File: src/rtl/switch_allocator_rr_if.sv
// Request/grant and crossbar-select bundle between the input buffers,
// the switch allocator and the crossbar outputs.
interface switch_allocator_rr_if #(
  parameter int N_PORTS = 5,
  parameter int SEL_W   = 3
);
  logic [N_PORTS-1:0]       req_valid;
  logic [N_PORTS*SEL_W-1:0] req_port;
  logic [N_PORTS-1:0]       req_tail;
  logic [N_PORTS-1:0]       out_ready;
  logic [N_PORTS-1:0]       grant;
  logic [N_PORTS*SEL_W-1:0] out_sel;
  logic [N_PORTS-1:0]       out_valid;
  logic [N_PORTS-1:0]       out_busy;

  modport master (
    output req_valid, req_port, req_tail, out_ready,
    input  grant, out_sel, out_valid, out_busy
  );

  modport slave (
    input  req_valid, req_port, req_tail, out_ready,
    output grant, out_sel, out_valid, out_busy
  );
endinterface

File: src/rtl/switch_allocator_rr.sv
// Packet-locking NoC switch allocator: one round-robin arbiter per output,
// each output held by its winner until that input's tail flit transfers.
module switch_allocator_rr #(
  parameter int N_PORTS     = 5,
  parameter int SEL_W       = 3,
  parameter bit ALLOW_UTURN = 1'b0
) (
  input logic                  clk,
  input logic                  rst,
  switch_allocator_rr_if.slave bus
);

  typedef enum logic [0:0] {ST_IDLE = 1'b0, ST_LOCKED = 1'b1} state_t;

  state_t                   state_r     [N_PORTS];
  state_t                   state_nxt_s [N_PORTS];
  logic [SEL_W-1:0]         owner_r     [N_PORTS];
  logic [SEL_W-1:0]         owner_nxt_s [N_PORTS];
  logic [SEL_W-1:0]         ptr_r       [N_PORTS];
  logic [SEL_W-1:0]         ptr_nxt_s   [N_PORTS];
  logic [SEL_W-1:0]         dest_s      [N_PORTS];
  logic [N_PORTS-1:0]       elig_s      [N_PORTS]; // [output][input]
  logic [N_PORTS-1:0]       owns_s;
  logic [N_PORTS-1:0]       grant_s;
  logic [N_PORTS-1:0]       valid_s;
  logic [N_PORTS-1:0]       busy_s;
  logic [N_PORTS*SEL_W-1:0] sel_s;

  // Eligibility matrix; an input already holding an output may not bid again.
  always_comb begin
    owns_s = '0;
    for (int i = 0; i < N_PORTS; i++) begin
      dest_s[i] = bus.req_port[i*SEL_W +: SEL_W];
    end
    for (int i = 0; i < N_PORTS; i++) begin
      for (int o = 0; o < N_PORTS; o++) begin
        if ((state_r[o] == ST_LOCKED) && (owner_r[o] == SEL_W'(i))) begin
          owns_s[i] = 1'b1;
        end else begin
          owns_s[i] = owns_s[i];
        end
      end
    end
    for (int o = 0; o < N_PORTS; o++) begin
      for (int i = 0; i < N_PORTS; i++) begin
        elig_s[o][i] = bus.req_valid[i] && (dest_s[i] == SEL_W'(o)) &&
                       (ALLOW_UTURN || (i != o)) && !owns_s[i];
      end
    end
  end

  // Per-output next state, round-robin scan and crossbar/grant outputs.
  always_comb begin
    logic             found;
    logic [SEL_W-1:0] win;
    logic             own_valid;
    logic             own_tail;
    logic [SEL_W-1:0] own_dest;
    logic             xfer;
    int               idx;
    found     = 1'b0;
    win       = '0;
    own_valid = 1'b0;
    own_tail  = 1'b0;
    own_dest  = '0;
    xfer      = 1'b0;
    idx       = 0;
    grant_s   = '0;
    valid_s   = '0;
    busy_s    = '0;
    sel_s     = '0;
    for (int o = 0; o < N_PORTS; o++) begin
      state_nxt_s[o]          = state_r[o];
      owner_nxt_s[o]          = owner_r[o];
      ptr_nxt_s[o]            = ptr_r[o];
      sel_s[o*SEL_W +: SEL_W] = SEL_W'(N_PORTS);
      found     = 1'b0;
      win       = '0;
      own_valid = 1'b0;
      own_tail  = 1'b0;
      own_dest  = '0;
      xfer      = 1'b0;
      for (int i = 0; i < N_PORTS; i++) begin
        if (owner_r[o] == SEL_W'(i)) begin
          own_valid = bus.req_valid[i];
          own_tail  = bus.req_tail[i];
          own_dest  = dest_s[i];
        end else begin
          own_valid = own_valid;
        end
      end
      case (state_r[o])
        ST_IDLE: begin
          for (int k = 0; k < N_PORTS; k++) begin
            idx = int'(ptr_r[o]) + k;
            idx = (idx >= N_PORTS) ? (idx - N_PORTS) : idx;
            if (!found && elig_s[o][idx]) begin
              found = 1'b1;
              win   = SEL_W'(idx);
            end else begin
              found = found;
            end
          end
          if (found) begin
            state_nxt_s[o] = ST_LOCKED;
            owner_nxt_s[o] = win;
          end else begin
            state_nxt_s[o] = ST_IDLE;
          end
        end
        ST_LOCKED: begin
          // A stale destination (owner changed port mid-packet) blocks transfer but keeps the lock.
          xfer                    = own_valid && bus.out_ready[o] && (own_dest == SEL_W'(o));
          busy_s[o]               = 1'b1;
          valid_s[o]              = xfer;
          sel_s[o*SEL_W +: SEL_W] = owner_r[o];
          for (int i = 0; i < N_PORTS; i++) begin
            if (owner_r[o] == SEL_W'(i)) begin
              grant_s[i] = grant_s[i] | xfer;
            end else begin
              grant_s[i] = grant_s[i];
            end
          end
          if (xfer && own_tail) begin
            state_nxt_s[o] = ST_IDLE;
            ptr_nxt_s[o]   = (owner_r[o] == SEL_W'(N_PORTS - 1)) ? '0 : (owner_r[o] + SEL_W'(1));
          end else begin
            state_nxt_s[o] = ST_LOCKED;
          end
        end
        default: begin
          state_nxt_s[o] = ST_IDLE;
        end
      endcase
    end
  end

  // Lock state registers; reset drops every lock immediately.
  always_ff @(posedge clk or posedge rst) begin
    if (rst) begin
      for (int o = 0; o < N_PORTS; o++) begin
        state_r[o] <= ST_IDLE;
        owner_r[o] <= '0;
        ptr_r[o]   <= '0;
      end
    end else begin
      for (int o = 0; o < N_PORTS; o++) begin
        state_r[o] <= state_nxt_s[o];
        owner_r[o] <= owner_nxt_s[o];
        ptr_r[o]   <= ptr_nxt_s[o];
      end
    end
  end

  assign bus.grant     = grant_s;
  assign bus.out_valid = valid_s;
  assign bus.out_busy  = busy_s;
  assign bus.out_sel   = sel_s;

endmodule

File: src/flat_wrapper.sv
// flat-port wrapper written by rule: the top's interface ports become plain ports
module switch_allocator_rr_flat 
#(
  parameter int N_PORTS     = 5,
  parameter int SEL_W       = 3,
  parameter bit ALLOW_UTURN = 1'b0
)
  (clk, rst, bus_req_valid, bus_req_port, bus_req_tail, bus_out_ready, bus_grant, bus_out_sel, bus_out_valid, bus_out_busy);
  switch_allocator_rr_if #(.N_PORTS(N_PORTS), .SEL_W(SEL_W)) bus_i ();
  input logic clk;
  input logic rst;
  input wire logic [$bits(bus_i.req_valid)-1:0] bus_req_valid;
  input wire logic [$bits(bus_i.req_port)-1:0] bus_req_port;
  input wire logic [$bits(bus_i.req_tail)-1:0] bus_req_tail;
  input wire logic [$bits(bus_i.out_ready)-1:0] bus_out_ready;
  output wire logic [$bits(bus_i.grant)-1:0] bus_grant;
  output wire logic [$bits(bus_i.out_sel)-1:0] bus_out_sel;
  output wire logic [$bits(bus_i.out_valid)-1:0] bus_out_valid;
  output wire logic [$bits(bus_i.out_busy)-1:0] bus_out_busy;
  assign bus_i.req_valid = bus_req_valid;
  assign bus_i.req_port = bus_req_port;
  assign bus_i.req_tail = bus_req_tail;
  assign bus_i.out_ready = bus_out_ready;
  assign bus_grant = bus_i.grant;
  assign bus_out_sel = bus_i.out_sel;
  assign bus_out_valid = bus_i.out_valid;
  assign bus_out_busy = bus_i.out_busy;
  switch_allocator_rr #(.N_PORTS(N_PORTS), .SEL_W(SEL_W), .ALLOW_UTURN(ALLOW_UTURN)) u_core (.clk(clk), .rst(rst), .bus(bus_i));
endmodule
File: config.mk
export PLATFORM = sky130hd
export DESIGN_NAME = switch_allocator_rr_flat
export DESIGN_NICKNAME = d
export VERILOG_FILES = /design/src/rtl/switch_allocator_rr_if.sv /design/src/rtl/switch_allocator_rr.sv /design/src/flat_wrapper.sv
export SDC_FILE = /design/constraint.sdc
export NUM_CORES = 1
export LEC_CHECK = 0
export ABC_AREA = 1
export CORE_ASPECT_RATIO = 2
export CORE_MARGIN = 4
export CORE_UTILIZATION = 55
export DETAILED_ROUTE_END_ITERATION = 16
export GPL_ROUTABILITY_DRIVEN = 0
export GPL_TIMING_DRIVEN = 0
export HOLD_SLACK_MARGIN = 0.03
export PLACE_DENSITY = 0.75
export REMOVE_ABC_BUFFERS = 1
export SLEW_MARGIN = 5
export SYNTH_ARGS = -nofsm -noshare
export SYNTH_HDL_FRONTEND = slang
export SYNTH_SLANG_ARGS = --single-unit
File: constraint.sdc
create_clock -name clk -period 3.86 [get_ports clk]
set_input_delay 0.965 -clock clk [delete_from_list [all_inputs] [get_ports clk]]
set_output_delay 0.965 -clock clk [all_outputs]
set_load 0.05 [all_outputs]
==> results of run 1 <==
## critical path, stage by stage
cell	delay, ps
clkdlybuf4s50_1	450
inv_1	80
nand2_2	80
inv_2	90
nand3_2	100
o21ai_1	150
inv_1	40
nand2_1	70
nand3_2	100
nor2_4	190
nand2_1	100
o21ai_1	120
inv_1	70
nand3_2	90
buf_6	160
## per-layer routing
metal	track usage (%)	routed length, um
met4	21.3	1830
met5	0	0
met1	30.8	8660
met3	3.45	1290
met2	58.6	13200
## area by class of cell
| class | count | area, um^2 |
|---|---|---|
| clock buffers | 7 | 133 |
| clock inverters | 1 | 5.00 |
| fillers | 1411 | 5070 |
| inverters | 219 | 826 |
| multi-input cells | 1043 | 6130 |
| flip-flops and latches | 35 | 876 |
| well taps | 189 | 236 |
| repair buffers | 74 | 693 |
## timing repair
action                     CTS  global route
setup buffers                8             5
setup endpoints to repair   10            10
resized for setup           71            41
hold buffers                 0             0
pin swaps                    5            14
## through the flow
step,instances,TNS (ps)
global placement,1547,-7680
global route,1568,-62.4
detailed placement,1547,-7750
finish,1568,0
CTS,1563,-4.58
floorplan,1297,-59.7
## cells by family after synthesis
group | after synthesis | share of synthesized area (%)
AND/OR/NAND/NOR | 786 | 49.8
buffers and inverters | 233 | 11.9
AO/OA/AOI/OAI | 160 | 12.0
adder cells (fa/ha/maj) | 73 | 12.1
flip-flops | 35 | 11.2
XOR/XNOR | 24 | 2.97
## sequential cells by signal, indices dropped and copies added (netlist names)
| register | flops |
|---|---|
| u_core.owner_r | 15 |
| u_core.state_r | 5 |
| u_core.ptr_r | 15 |
## cell usage in the layout (no fill, tap or decap), types with 31 or more instances in the layout
cell	count
nand2_1	360
inv_1	188
nand3_1	142
nor2_1	113
ha_1	68
o21ai_0	53
clkdlybuf4s50_1	36
nand4_1	35
dfrtp_1	35
o21ai_1	32
nand3_2	31
## path summary, 6_finish.rpt
check,endpoint,slack [ps],cells past startpoint
min reg2reg,u_core.owner_r[12],540,2
max in group asynchronous,u_core.owner_r[7],2150,2
max reg2reg,u_core.owner_r[9],600,15
min in group asynchronous,u_core.ptr_r[13],1170,2
max,bus_grant[0],30,15
min,u_core.owner_r[12],540,2
==> metrics.cfg, run 1 <==
[timing]
relSlewSlack_pct = 41.3
whs_ps = 544
timing.fmax_mhz = 261
final_max_slew_viol_count = 0
hold_violations = 0
setup_ws_ps = 27.9
rsz0062_at_grt = yes
fin_crit_ps = 3830
worst_pin_slew_ps = 873
fin_crit_sh_pct = 99.3
skew_ps = 5.86
setup_viol_count_final = 0

[detailed_routing]
routed_wl_mm = 25.0
ant_nets = 0
drt_iter0_drc = 582
vias = 8793
vias_per_cell = 5.61
dr.pass1.iters = 6
drc = 0
wl_per_cell_um = 15.9

[setup_path]
crit_fanout = 5
worstSetupPathType = primary input to output port
worstSetupEndpointType = output port
cp.arrival_ps = 2870
startpoint_type = primary input
crit_path_start = bus_req_port[11]
r2r_start = u_core.ptr_r[9]
crit_required_ps = 2890

[global_routing]
grt_pass1_wl_mm = 40.6
grt_pass1_vias = 8598
grt_max_degree = 36
grt_antenna_before_repair = 0
grt_use_total_pct = 31.0
grt_overflow = 0

[synthesis]
syn_area_mm2 = 0.00784
synth_common_cells = nand2_1, inv_1, nand3_1, nor2_1, ha_1
synthDistinctLibCells = 51
synth.most_common_cell = nand2_1
synth.area.top_cells = nand2_1, dfrtp_1, ha_1, nand3_1, inv_1
postSynthAreaPerCell_um2 = 5.98
ys.flop_type = dfrtp_1
syn_inst = 1311
ys_seq_area_share_pct = 11.2
yosysWarningCount = 0
synth_top_cell_by_area = nand2_1
synth_top_cell_area_share_pct = 17.4
synth_edf_count = 0
ys_ff_latch = 35
async_reset_ff_share_pct = 100

[floorplanning]
core_mm2 = 0.0140
die_x_um = 92.4
boundaryPins = 62
die-area_mm2 = 0.0163
floorplan.initialDensity_pct = 56.1
fp.dieH_um = 177
placementRows = 61

[flow_run]
cap_violations = 0

[clock_network]
cts_tree = done
cts_made_buffers = 5
clock_latency_ps = 290
clock_path_buffers = 2
cts-root-buf = clkbuf_16
cts.clk_slew.worst_paths_ps = 60
htreeDepth = 2
cts_sinks = 35

[layout]
design_area_mm2 = 0.00890
area_delta_synth_final_pct = 13.5
fin_nets = 1483
drive_above_1_share_pct = 14.5
insertedDiodeCount = 0
final_util_pct = 63.7

[placed_design]
post-place-ws_ps = -1000
hpwl_mm = 20.5
postPlaceCellArea_mm2 = 0.00858
io_buffers = 61

[hold_path]
hp-class = flop to flop
hp-start = u_core.owner_r[12]

[status]
outcome = completed

Power of run 1 is left out: the tool's default activity adds up to more than one toggle a clock period on the data nets, which glitch-free logic cannot reach.
==> run 2, diff against run 1 <==
- PLACE_DENSITY: 0.75 -> unset
- PLACE_DENSITY_LB_ADDON: unset -> 0.08
==> metrics.cfg, run 2 (synthesis results as in run 1) <==
[floorplanning]
floorplan.initialDensity_pct = 56.1  ; unchanged
core_mm2 = 0.0140  ; unchanged
fp.dieH_um = 177  ; unchanged
die_x_um = 92.4  ; unchanged
placementRows = 61  ; unchanged
die-area_mm2 = 0.0163  ; unchanged
boundaryPins = 62  ; unchanged

[timing]
fin_crit_ps = 3790  ; was 3830 ps
setup_viol_count_final = 0  ; unchanged
fin_setup_tns_ps = 0  ; unchanged
hold_violations = 0  ; unchanged
fin_crit_sh_pct = 98.2  ; was 99.3%
skew_ps = 6.59  ; was 5.86 ps
worst_pin_slew_ps = 850  ; was 873 ps
whs_ps = 560  ; was 544 ps
relSlewSlack_pct = 43.3  ; was 41.3%
final_max_slew_viol_count = 0  ; unchanged
timing.fmax_mhz = 264  ; was 261 MHz

[status]
outcome = completed  ; unchanged

[detailed_routing]
drc = 0  ; unchanged
dr.pass1.iters = 6  ; unchanged
vias = 8911  ; was 8,793
drt_iter0_drc = 604  ; was 582
ant_nets = 0  ; unchanged
vias_per_cell = 5.68  ; was 5.61
routed_wl_mm = 25.4  ; was 25.0 mm
wl_per_cell_um = 16.2  ; was 15.9 um

[clock_network]
htreeDepth = 2  ; unchanged
clock_path_buffers = 2  ; unchanged
cts.clk_slew.worst_paths_ps = 50  ; was 60 ps
cts_tree = done  ; unchanged
cts_sinks = 35  ; unchanged
clock_latency_ps = 290  ; about the same
cts_made_buffers = 5  ; unchanged
postCtsHoldBufs = 0  ; unchanged
cts-root-buf = clkbuf_16  ; unchanged

[setup_path]
rr_worst_depth = 15  ; unchanged
cp.arrival_ps = 2820  ; was 2870 ps
regToRegSetupSlack_ps = 550  ; was 600 ps
worstSetupEndpointType = output port  ; unchanged
startpoint_type = primary input  ; unchanged
crit_fanout = 7  ; was 5
worstSetupPathType = primary input to output port  ; unchanged
cp.buffers_inverters = 4  ; was 6
r2r_start = u_core.ptr_r[9]  ; unchanged
max_stage_delay_ps = 480  ; was 450 ps
crit_top_cell = nand2_1
crit_chain = dlygate4sd2_1, inv_1, nor2_1, a21oi_1, nor2_1, o21ai_1, nand2_1, nand3_2, nor2_4, nand2_1, nand2_1, inv_1, nand4_1, buf_6  ; was clkdlybuf4s50_1, inv_1, nand2_2, inv_2, nand3_2, o21ai_1, inv_1, nand2_1, nand3_2, nor2_4, nand2_1, o21ai_1, inv_1, nand3_2, buf_6
crit_required_ps = 2890  ; about the same
r2r_end = u_core.owner_r[9]  ; unchanged
cp_slowest_cell = dlygate4sd2_1  ; was clkdlybuf4s50_1
crit_family = simple AND/OR/NAND/NOR gates  ; was buffers and inverters

[global_routing]
grt_overflow = 0  ; unchanged
grt_pass1_vias = 8624  ; was 8,598
grt_antenna_before_repair = 0  ; unchanged
grt_use_total_pct = 31.5  ; was 31.0%
grt_max_degree = 36  ; unchanged
grt_pass1_wl_mm = 41.2  ; was 40.6 mm

[layout]
multi_input_area_mm2 = 0.00613  ; about the same
fin_nets = 1485  ; was 1,483
fillers = 1438  ; was 1,411
seq_area_um2 = 876  ; unchanged
final_common_cell = nand2_1  ; unchanged
reg_top3 = u_core.owner_r: 15 flops, u_core.ptr_r: 15 flops, u_core.state_r: 5 flops  ; unchanged
area_delta_synth_final_pct = 14.0  ; was 13.5%
final_cell_mix = nand2_1, inv_1, nand3_1  ; unchanged
drive_above_1_share_pct = 14.8  ; was 14.5%
insertedDiodeCount = 0  ; unchanged

[hold_path]
hp-start = u_core.owner_r[6]  ; was u_core.owner_r[12]
hp-class = flop to flop  ; unchanged
holdPathEnd = u_core.owner_r[6]  ; was u_core.owner_r[12]
min_path_cells = 2  ; unchanged

[flow_run]
cap_violations = 0  ; unchanged

[placed_design]
hpwl_mm = 20.6  ; was 20.5 mm
io_buffers = 61  ; unchanged

## run 2: cell types whose count changed in the layout (fill, tap and decap cells not counted), moves of 2 or more
cell / before / now
inv_1: 188 / 186
dlymetal6s2s_1: 6 / 8
inv_2: 28 / 31
clkbuf_2: 5 / 2
buf_4: 13 / 16
## run 2: repair_timing
action,in CTS,in global routing
resized for setup,77,36
buffers inserted,6,9
pin swaps,8,11
endpoints found under the setup margin,10,10
## run 2: layout make-up
| cell class | instances | area share (%) |
|---|---|---|
| Clock buffer | 6 | 1.44 |
| Multi-Input combinational cell | 1043 | 68.7 |
| Inverter | 219 | 9.22 |
| Timing Repair Buffer | 76 | 8.20 |
| Sequential cell | 35 | 9.81 |
| Tap cell | 189 | 2.65 |
## run 2: layer usage
layer | vias up | global-route usage (%) | routed length [um]
met1 | 4067 | 31.6 | 9010
li1 | 4389 | - | -
met4 | 0 | 20.8 | 1770
met3 | 134 | 4.00 | 1360
met5 | - | 0 | 0
met2 | 321 | 59.2 | 13300
## run 2: how the worst max path moves through the flow
stage | start | end | slack (ps) | depth (start not counted)
final | bus_req_valid[0] | bus_grant[1] | 70 | 14
after global routing | u_core.owner_r[9] | bus_grant[1] | -20 | 17
after CTS | bus_req_valid[3] | bus_grant[0] | -9 | 14
after detailed placement | bus_req_valid[1] | bus_grant[2] | -990 | 14
after global placement | bus_req_valid[1] | bus_grant[2] | -1000 | 14
after floorplan | bus_req_port[3] | bus_grant[2] | -50 | 13
## run 2: worst reg2reg max path, stage by stage (launching register included)
cell     delay (ps)
dfrtp_1         700
inv_1           310
ha_1            310
ha_1            370
or2_2           320
o21ai_1         240
nor2_1           80
nand2_1          80
nand3_1         120
nor2_4          140
nand4_2         140
nor2_1          210
nor2_1           60
nand2_1          60
nand2_1          50
nand2_1          50
## run 2: through the flow
step                instances  setup WS (ps)  area, um^2  utilization [%]
global placement         1547           -998        8580             61.4
detailed placement       1547           -990        8580             61.4
global route             1568          -17.6        8930             63.9
finish                   1568           71.4        8930             63.9
floorplan                1297          -49.8        7730                -
CTS                      1559          -9.34        8790             63.0
Power of run 2 is left out for the same reason.
==> run 3, diff against run 2 <==
- SLEW_MARGIN: 5 -> 20
==> metrics.cfg, run 3 (synthesis results as in run 1) <==
[clock_network]
cts.clk_slew.worst_paths_ps = 70  ; was 50 ps
cts_made_buffers = 5  ; unchanged
cts_tree = done  ; unchanged
htreeDepth = 2  ; unchanged
clock_latency_ps = 300  ; was 290 ps
clock_path_buffers = 2  ; unchanged
cts-root-buf = clkbuf_16  ; unchanged
cts_sinks = 35  ; unchanged

[global_routing]
grt_pass1_vias = 8615  ; was 8,624
grt_max_degree = 19  ; was 36
grt_antenna_before_repair = 0  ; unchanged
grt_overflow = 0  ; unchanged
grt_util_met3_pct = 3.49  ; was 4.00%
met1_usage_pct = 31.0  ; was 31.6%
grt_pass1_wl_mm = 40.8  ; was 41.2 mm
grt_use_total_pct = 31.0  ; was 31.5%
grt.busiest_layer = met2  ; unchanged
use_met2_pct = 58.4  ; was 59.2%

[setup_path]
startpoint_type = primary input  ; unchanged
cp.arrival_ps = 2840  ; was 2820 ps
worstSetupEndpointType = output port  ; unchanged
crit_fanout = 5  ; was 7
crit_required_ps = 2890  ; about the same
worstSetupPathType = primary input to output port  ; unchanged

[detailed_routing]
dr.pass1.iters = 5  ; was 6
wl_per_cell_um = 15.9  ; was 16.2 um
drc = 0  ; unchanged
vias_per_cell = 5.65  ; was 5.68
ant_nets = 0  ; unchanged
vias = 8842  ; was 8,911
routed_wl_mm = 24.9  ; was 25.4 mm
drt_iter0_drc = 555  ; was 604

[layout]
drive_above_1_share_pct = 14.2  ; was 14.8%
reg_top3 = u_core.owner_r: 15 flops, u_core.ptr_r: 15 flops, u_core.state_r: 5 flops  ; unchanged
area_delta_synth_final_pct = 13.8  ; was 14.0%
final_cell_mix = nand2_1, inv_1, nand3_1  ; unchanged
insertedDiodeCount = 0  ; unchanged
fin_nets = 1480  ; was 1,485
final_common_cell = nand2_1  ; unchanged
design_area_mm2 = 0.00891  ; was 0.00893 mm^2

[timing]
skew_ps = 11.0  ; was 6.59 ps
rsz0062_at_grt = no
fin_crit_sh_pct = 98.5  ; was 98.2%
fin_crit_ps = 3800  ; was 3790 ps
worst_pin_slew_ps = 883  ; was 850 ps
relSlewSlack_pct = 40.6  ; was 43.3%
hold_violations = 0  ; unchanged
timing.fmax_mhz = 263  ; was 264 MHz
final_max_slew_viol_count = 0  ; unchanged
setup_viol_count_final = 0  ; unchanged

[status]
outcome = completed  ; unchanged

[floorplanning]
boundaryPins = 62  ; unchanged
die-area_mm2 = 0.0163  ; unchanged
die_x_um = 92.4  ; unchanged
placementRows = 61  ; unchanged
floorplan.initialDensity_pct = 56.1  ; unchanged
core_mm2 = 0.0140  ; unchanged
fp.dieH_um = 177  ; unchanged

[placed_design]
io_buffers = 61  ; unchanged
hpwl_mm = 20.6  ; about the same
postPlaceCellArea_mm2 = 0.00860  ; was 0.00858 mm^2

[flow_run]
cap_violations = 0  ; unchanged

[hold_path]
hp-class = flop to flop  ; unchanged

-- run 3: worst max-delay path: stages --
cell	delay [ps]
clkdlybuf4s50_1	490
inv_1	60
nor2_2	160
nand3_1	230
a21boi_1	270
nand2_2	110
nor2_4	150
buf_4	140
buf_2	250
-- run 3: final timing paths --
kind / from / end / slack [ps] / cells after the start
setup / recovery: bus_req_valid[4] / bus_out_valid[3] / 60 / 9
hold / removal: u_core.owner_r[12] / u_core.owner_r[12] / 560 / 2
min in group asynchronous: rst / u_core.state_r[4] / 1010 / 2
hold reg to reg: u_core.owner_r[12] / u_core.owner_r[12] / 560 / 2
max in group asynchronous: rst / u_core.owner_r[6] / 2380 / 3
setup reg to reg: u_core.ptr_r[9] / u_core.owner_r[9] / 560 / 15
-- run 3: metrics by stage --
stage          setup TNS, ps  hold WS (ps)  utilization, %  setup slack [ps]  cells
4_1_cts                    0           558            63.2              1.91   1560
3_3_place_gp           -7610           538            61.4              -998   1547
6_report                   0           556            63.8              56.4   1565
3_5_place_dp           -7550           540            61.6              -985   1548
2_1_floorplan          -59.7           502               -             -49.8   1297
5_1_grt                    0           600            63.8              2.26   1565
-- run 3: final cells by class --
cell class	instances	area [um^2]
fillers	1429	5050
clock buffers	8	156
inverters	219	823
flip-flops and latches	35	876
well taps	189	236
multi-input cells	1043	6120
repair buffers	71	703
-- run 3: per-layer routing --
layer	routed length, um	vias up
met3	1290	130
li1	-	4372
met5	0	-
met1	8770	3996
met2	12900	344
met4	1900	0
-- run 3: what timing repair did --
action                     4_1_cts  5_1_grt
gates cloned                     0        0
pin swaps                        7        7
setup endpoints to repair       10        8
resized for setup               76       29
setup buffers                    4        5
hold buffers                     0        0
hold endpoints to repair         0        0
Power of run 3 is left out for the same reason.
